## config.mk

```make
export PLATFORM = sky130hd
export DESIGN_NAME = bg_parallax_starfield
export DESIGN_NICKNAME = d
export VERILOG_FILES = /design/src/rtl/bg_parallax_starfield.sv
export SDC_FILE = /design/constraint.sdc
export NUM_CORES = 1
export LEC_CHECK = 0
export CAP_MARGIN = 10
export CORE_MARGIN = 1
export CORE_UTILIZATION = 55
export CTS_BUF_LIST = sky130_fd_sc_hd__clkbuf_16
export CTS_CLUSTER_SIZE = 10
export DETAILED_ROUTE_END_ITERATION = 16
export PLACE_DENSITY = 0.73
export SYNTH_ARGS = -nofsm -noshare
export SYNTH_HDL_FRONTEND = slang
export SYNTH_SLANG_ARGS = --single-unit
export TNS_END_PERCENT = 5
```

## constraint.sdc

```tcl
create_clock -name clk -period 7.4 [get_ports clk]
set_input_delay 2.22 -clock clk [delete_from_list [all_inputs] [get_ports clk]]
set_output_delay 2.22 -clock clk [all_outputs]
set_load 0.01 [all_outputs]
```

## src/rtl/bg_parallax_starfield.sv

```systemverilog
// Procedural multi-layer parallax starfield: per-cell hashed stars, per-layer
// horizontal scroll, frame-driven twinkle, 2-clock registered RGB output.
module bg_parallax_starfield #(
    parameter int          H_RES      = 1024,
    parameter int          NUM_LAYERS = 3,
    parameter int          CELL_LOG2  = 4,
    parameter int          DENSITY    = 24,
    parameter logic [15:0] SEED       = 16'hACE1
) (
    input  logic        clk,
    input  logic        rst_n,
    input  logic        bg_en,
    input  logic        video_active,
    input  logic [10:0] pix_x,
    input  logic [10:0] pix_y,
    input  logic        vsync,
    output logic [1:0]  R,
    output logic [1:0]  G,
    output logic [1:0]  B,
    output logic [9:0]  frame_cnt
);

    localparam int CW = 11 - CELL_LOG2;

    // Single-subtract wrap; both operands are below H_RES in legal use.
    function automatic logic [10:0] wrap_add(input logic [10:0] a, input logic [10:0] b);
        logic [11:0] s;
        s = {1'b0, a} + {1'b0, b};
        if (s >= 12'(H_RES))
            s = s - 12'(H_RES);
        return s[10:0];
    endfunction

    function automatic logic [15:0] star_hash(input logic [15:0] cx, input logic [15:0] cy,
                                              input logic [15:0] kk);
        logic [15:0] pcx, pcy, pk, h;
        pcx = cx * 16'd40503;
        pcy = cy * 16'd9973;
        pk  = kk * 16'd4099;
        h   = pcx ^ pcy ^ pk ^ SEED;
        return h ^ (h >> 7);
    endfunction

    logic                                vsync_d;
    logic                                tick;
    logic [NUM_LAYERS-1:0][10:0]         off;
    logic [NUM_LAYERS-1:0][10:0]         off_nxt;
    logic [NUM_LAYERS-1:0][10:0]         sx;

    logic [NUM_LAYERS-1:0][CW-1:0]        s1_cx;
    logic [NUM_LAYERS-1:0][CELL_LOG2-1:0] s1_lx;
    logic [CW-1:0]                        s1_cy;
    logic [CELL_LOG2-1:0]                 s1_ly;
    logic                                 s1_va;
    logic                                 s1_en;

    logic [NUM_LAYERS-1:0][15:0]          h2;
    logic [NUM_LAYERS-1:0]                hit;
    logic [1:0]                           lvl;
    logic                                 any_hit;

    assign tick = vsync & ~vsync_d;

    always_comb begin
        off_nxt = '0;
        sx      = '0;
        for (int k = 0; k < NUM_LAYERS; k++) begin
            off_nxt[k] = wrap_add(off[k], 11'(1 << k));
            sx[k]      = wrap_add(pix_x, off[k]);
        end
    end

    // vsync_d resets high so a vsync held through reset does not count as a frame.
    always_ff @(posedge clk or negedge rst_n) begin
        if (!rst_n) begin
            vsync_d   <= 1'b1;
            frame_cnt <= '0;
            off       <= '0;
        end else begin
            vsync_d <= vsync;
            if (tick && bg_en) begin
                frame_cnt <= frame_cnt + 10'd1;
                off       <= off_nxt;
            end
        end
    end

    always_ff @(posedge clk or negedge rst_n) begin
        if (!rst_n) begin
            s1_cx <= '0;
            s1_lx <= '0;
            s1_cy <= '0;
            s1_ly <= '0;
            s1_va <= 1'b0;
            s1_en <= 1'b0;
        end else begin
            for (int k = 0; k < NUM_LAYERS; k++) begin
                s1_cx[k] <= sx[k][10:CELL_LOG2];
                s1_lx[k] <= sx[k][CELL_LOG2-1:0];
            end
            s1_cy <= pix_y[10:CELL_LOG2];
            s1_ly <= pix_y[CELL_LOG2-1:0];
            s1_va <= video_active;
            s1_en <= bg_en;
        end
    end

    always_comb begin
        h2  = '0;
        hit = '0;
        for (int k = 0; k < NUM_LAYERS; k++) begin
            h2[k]  = star_hash(16'(s1_cx[k]), 16'(s1_cy), 16'(k));
            hit[k] = (h2[k][15:8] < 8'(DENSITY))
                   && (s1_lx[k] == h2[k][CELL_LOG2-1:0])
                   && (s1_ly == h2[k][CELL_LOG2+3:4])
                   && (3'(h2[k][2:0] + frame_cnt[5:3]) != 3'd0);
        end
    end

    // Ascending scan so the nearest (highest-index) hitting layer wins.
    always_comb begin
        lvl     = 2'd0;
        any_hit = 1'b0;
        for (int k = 0; k < NUM_LAYERS; k++) begin
            if (hit[k]) begin
                any_hit = 1'b1;
                lvl     = (k >= 2) ? 2'd3 : 2'(k + 1);
            end
        end
    end

    always_ff @(posedge clk or negedge rst_n) begin
        if (!rst_n) begin
            R <= 2'd0;
            G <= 2'd0;
            B <= 2'd0;
        end else if (s1_va && s1_en && any_hit) begin
            R <= lvl;
            G <= lvl;
            B <= 2'd3;
        end else begin
            R <= 2'd0;
            G <= 2'd0;
            B <= 2'd0;
        end
    end

endmodule
```

Yosys cells after proc, flatten, opt, wreduce, memory -nomap -nowiden. Index checks and enable logic that the tools add are counted.

ROM bits: 0. Bits in latches: 0. Bits of input ports: 27. Output and inout bits: 16. Bits in registers: 94. Memories: 0. Word-level logic and storage cells: 94. Memory bits (writable): 0.

Add/subtract/negate cells: 16. Magnitude comparators: 9. Reduce and logical (&&, ||, !) cells: 15. Multipliers: 4. Div/mod/pow operators: 0. Bitwise operators: 13. Shift operators: 0. Equal/unequal tests: 6. Muxes and demuxes: 14.

Operator list (number): $ge 12x11->1 const B (6); $mux 11 (6); $sub 11x11->11 const B (6); $mul 7x16->16 const B (3); $xor 16x16->16 (3); $xor 16x9->16 (3); $add 11x11->12 (3); $eq 4x4->1 (6); $lt 8x5->1 const B (3); $not 8->8 (3); $mul 7x14->16 const B (1); $add 11x1->12 const B (1); $add 11x2->12 const B (1); $add 11x3->12 const B (1); $logic_and 1x1->1 (12); $add 10x1->10 const B (1); $add 3x3->3 (3); $reduce_bool 3->1 (3); $mux 2 (4); $not 3->3 (2); $mux 1 (4); $and 1x1->1 (1); $not 1->1 (1).

Depth between registers and ports, before layout.
Depth in word-level cells: 13. Depth in mapped cells: 23. Mapped depth without buffers: 23.

Least setup slack after synthesis. Ideal clock, no wire load.

Path type: reg-to-reg. Start point: reg s1_cx[4] (netlist bit). End point: reg G[0]. Data arrival time: 5.443 ns. Cell stages (with the launch flop): 22. Clock period less this slack: 5.519 ns. Path buffers: 0. Data required time: 7.324 ns. Library setup time: 0.076 ns. Slack: 1.881 ns. Cells stage by stage: dfrtp_1 -> fa_1 -> inv_1 -> fa_1 -> inv_1 -> fa_1 -> ha_1 -> ha_1 -> a21oi_1 -> nand2_1 -> xor2_1 -> xnor2_1 -> xnor2_1 -> ha_1 -> fa_1 -> xnor2_1 -> xnor2_1 -> o311ai_0 -> a2111oi_0 -> nand4_1 -> a2111o_1 -> o21ai_1.

Longest elaborated chain between the ends: 13. Elaborated cells between the ends (all ways): 20. Those cells by class: 1 x add/sub; 1 x mul; 1 x order compare; 2 x eq/ne; 7 x mux; 3 x bitwise; 5 x reduce/logical.

Ends and longest elaborated chain: start: declaration (RTL line 50) `logic [NUM_LAYERS-1:0][CW-1:0] s1_cx;`; start signal: indexed assignment (RTL line 98) `s1_cx[k] <= sx[k][10:CELL_LOG2];`; $mul 7x16->16 (*) (RTL line 37) `pcx = cx * 16'd40503;`; $xor 16x16->16 (*) (RTL line 40) `h = pcx ^ pcy ^ pk ^ SEED;`; $not 8->8 (no source line); $xor 16x9->16 (*) (RTL line 41) `return h ^ (h >> 7);`; $lt 8x5->1 or $eq 4x4->1 (tied branches) (RTL line 113, 114); $logic_and 1x1->1 (RTL line 114) `&& (s1_lx[k] == h2[k][CELL_LOG2-1:0])`; $logic_and 1x1->1 (RTL line 115) `&& (s1_ly == h2[k][CELL_LOG2+3:4])`; $logic_and 1x1->1 (*) (RTL line 116) `&& (3'(h2[k][2:0] + frame_cnt[5:3]) != 3'd0);`; $mux 1 (3 in series) (RTL line 125) `if (hit[k]) begin`; $logic_and 1x1->1 (RTL line 137) `end else if (s1_va && s1_en && any_hit) begin`; $mux 2 (*) (RTL line 137); end signal: assignment (RTL line 139) `G <= lvl;`; end: declaration (RTL line 18) `output logic [1:0] G,`.

Every way passes the cells marked *; elsewhere a longest branch is shown, timed or not. A chain may end at the register's enable or synchronous reset.

Final worst setup path. Ends and elaborated chain as after synthesis.

==> metrics.csv <==
stage,metric,value,unit
sta,finalHoldViolations,0,
routing,firstDrtPassIters,5,
final_layout,nFillCells,1666,
cts,post_cts_resized,0,
cts,postCtsSetupBuffers,0,
global_route,grt-ovfl-total,0,
routing,first_iter_violations,302,
setup_path,endpoint_kind,register,
setup_path,critPathSlowestCell,fa_1,
cts,clk_pin_slew,0.07,ns
yosys,netlist_area,0.0109,mm^2
cts,cts_tree,built,
global_route,antenna_found_initial,0,
final_layout,fin_util,61.2,%
sta,min_period,6.05,ns
sta,clock_skew,0.00985,ns
yosys,synthArstFlopShare,100,%
setup_path,worst_ep_required_time,7.68,ns
global_route,grt_pass1_vias,7716,
sta,fin_tns_setup,0,ns
setup_path,arrival,6.33,ns
yosys,synth_most_common_cell,inv_1,
yosys,synth_edf_count,0,
setup_path,cp_num_buf_inv,2,
cts,numCtsBuffers,9,
setup_path,startpoint_type,register,
sta,drv_slew,0,
yosys,synth_cells,1123,
cts,cts_max_path_buffers,2,
yosys,synth-seq-cells,89,
die,die_x,143,um
placement,place.gp.congestion,0.914,
yosys,synth_common_cells,"inv_1 (220), ha_1 (187), xnor2_1 (136), dfrtp_1 (88), fa_1 (87)",
routing,vias,7645,
routing,routedWlPerCell,15.7,um
cts,clkSinkCount,89,
die,coreArea,0.0195,mm^2
final_layout,n_antenna_cell,0,
yosys,synth_top_area_share,21.5,%
yosys,syn_nets,1424,
routing,routed_wl,22600,um
setup_path,critical_path_class,reg -> reg,
sta,slew_headroom,30.6,%
placement,io_buffers,42,
yosys,seq_area_frac_synth,20.4,%
setup_path,path_cells,fa_1 -> inv_1 -> fa_1 -> inv_1 -> fa_1 -> ha_1 -> ha_1 -> a21oi_1 -> nand2_1 -> xor2_1 -> xnor2_1 -> xnor2_1 -> ha_1 -> fa_1 -> xnor2_1 -> xnor2_1 -> o311ai_0 -> a2111oi_0 -> nand4_1 -> a2111o_1 -> o21ai_1,
cts,root_buffer,clkbuf_16,
final_layout,drive_gt1_share,3.40,%
sta,timing.fmax,165,MHz
run,cap_violations,0,
sta,layout_worst_path_cycle_share,81.7,%
setup_path,crit_family,adder cells,
global_route,grt_max_degree,82,
sta,rsz0062_at_grt,no,
global_route,grt_pass1_wl,37800,um
cts,clk_latency,0.35,ns
setup_path,cp_slowest_stage_delay,0.60,ns
yosys,synthFlopType,dfrtp_1,
final_layout,nets,1471,
die,die-area,0.0204,mm^2
final_layout,syn_to_final_growth,9.20,%
yosys,yosys-top-cells-area,"ha_1 (21%), dfrtp_1 (20%), fa_1 (16%)",
placement,hpwl,19300,um
routing,antenna_left,0,
yosys,synth_warnings,0,
die,rows,51,
cts,cts.htree.levels,3,
die,initial_core_util,56.0,%
yosys,yosysUniqueCellTypes,65,
sta,setup_viol,0,
yosys,postSynthAreaPerCell,9.71,um^2
routing,via_per_inst,5.31,
global_route,grtUsageTotal,24.1,%
die,num_io_pins,43,
sta,worst_pin_slew,1.04,ns
status,status,finished clean,
setup_path,crit_fanout,5,
routing,drc,0,
cts,hold_buffers,0,
yosys,synth_top_area_cell,ha_1,
worst_hold_path,hold_class,reg -> reg,
die,die_h,143,um
[logic make-up (layout without fill, tap and decap cells)]
kind of cell | Yosys count | after routing | share of synthesized area (%)
and+or+nand+nor | 182 | 182 | 8.39
AOI/OAI and AO/OA | 157 | 157 | 9.71
buffers and inverters | 228 | 280 | 7.95
muxes | 6 | 6 | 0.574
adders and majority gates | 274 | 274 | 37.4
xor gates and xnor gates | 187 | 187 | 15.5
DFF | 89 | 89 | 20.4
[final timing paths]
| kind | cells past startpoint | startpoint | to | slack [ns] |
|---|---|---|---|---|
| setup / recovery | 21 | s1_cx[4] | G[0] | 1.35 |
| min in group asynchronous | 1 | rst_n | off[21] | 1.67 |
| hold reg to reg | 1 | frame_cnt[9] | frame_cnt[9] | 0.48 |
| setup reg to reg | 21 | s1_cx[4] | G[0] | 1.35 |
| max in group asynchronous | 2 | rst_n | s1_cx[11] | 4.49 |
| hold / removal | 1 | frame_cnt[9] | frame_cnt[9] | 0.48 |
[placed cells by master, fill, tap and decap left out, types with 4 or more instances in the layout]
master / instances
a211oi_1: 6
a21boi_0: 5
a21o_1: 19
a21oi_1: 45
and3_1: 5
clkbuf_16: 9
clkdlybuf4s50_1: 41
dfrtp_1: 88
fa_1: 87
ha_1: 187
inv_1: 221
mux2i_1: 4
nand2_1: 44
nand2b_1: 5
nand3_1: 23
nand4_1: 20
nor2_1: 44
nor2b_1: 6
nor3_1: 11
o21a_1: 12
o21ai_0: 29
o31ai_1: 4
or2_2: 5
or3_1: 6
xnor2_1: 136
xor2_1: 46
[metrics by stage]
stage | hold WS, ns | std cells | worst slack [ns] | instance area (um^2)
5_1_grt | 0.505 | 1440 | 0.895 | 11900
2_1_floorplan | 0.462 | 1123 | 1.88 | 10900
4_1_cts | 0.478 | 1440 | 1.34 | 11900
3_5_place_dp | 0.462 | 1424 | 1.36 | 11600
3_3_place_gp | 0.464 | 1424 | 1.62 | 11600
6_report | 0.476 | 1440 | 1.35 | 11900
[sequential cells by signal (all words and copies together), names as in the netlist]
name	count
G	2
s1_lx	11
frame_cnt	10
B	1
s1_en	1
off	30
s1_ly	4
s1_va	1
vsync_d	1
s1_cy	7
s1_cx	21
[metal layers]
metal | vias up | part of all wire (%) | track usage (%) | routed length (um)
li1 | 3767 | - | - | -
met1 | 3704 | 46 | 32.5 | 10400
met2 | 145 | 48 | 40.9 | 10900
met3 | 29 | 3.6 | 2.25 | 806
met4 | 0 | 2.3 | 8.09 | 515
met5 | - | 0 | 0 | 0
[layout make-up]
class                           instances  area (um^2)  area share [%]
Clock buffer                            9          225            1.89
Clock inverter                          7         55.1           0.462
Inverter                              220          826            6.94
Multi-Input combinational cell        806         7810            65.6
Sequential cell                        89         2230            18.7
Tap cell                              265          332            2.79
Timing Repair Buffer                   44          433            3.64
Power is left out: the tool's default activity adds up to more than one toggle a clock period on the data nets, which glitch-free logic cannot reach.
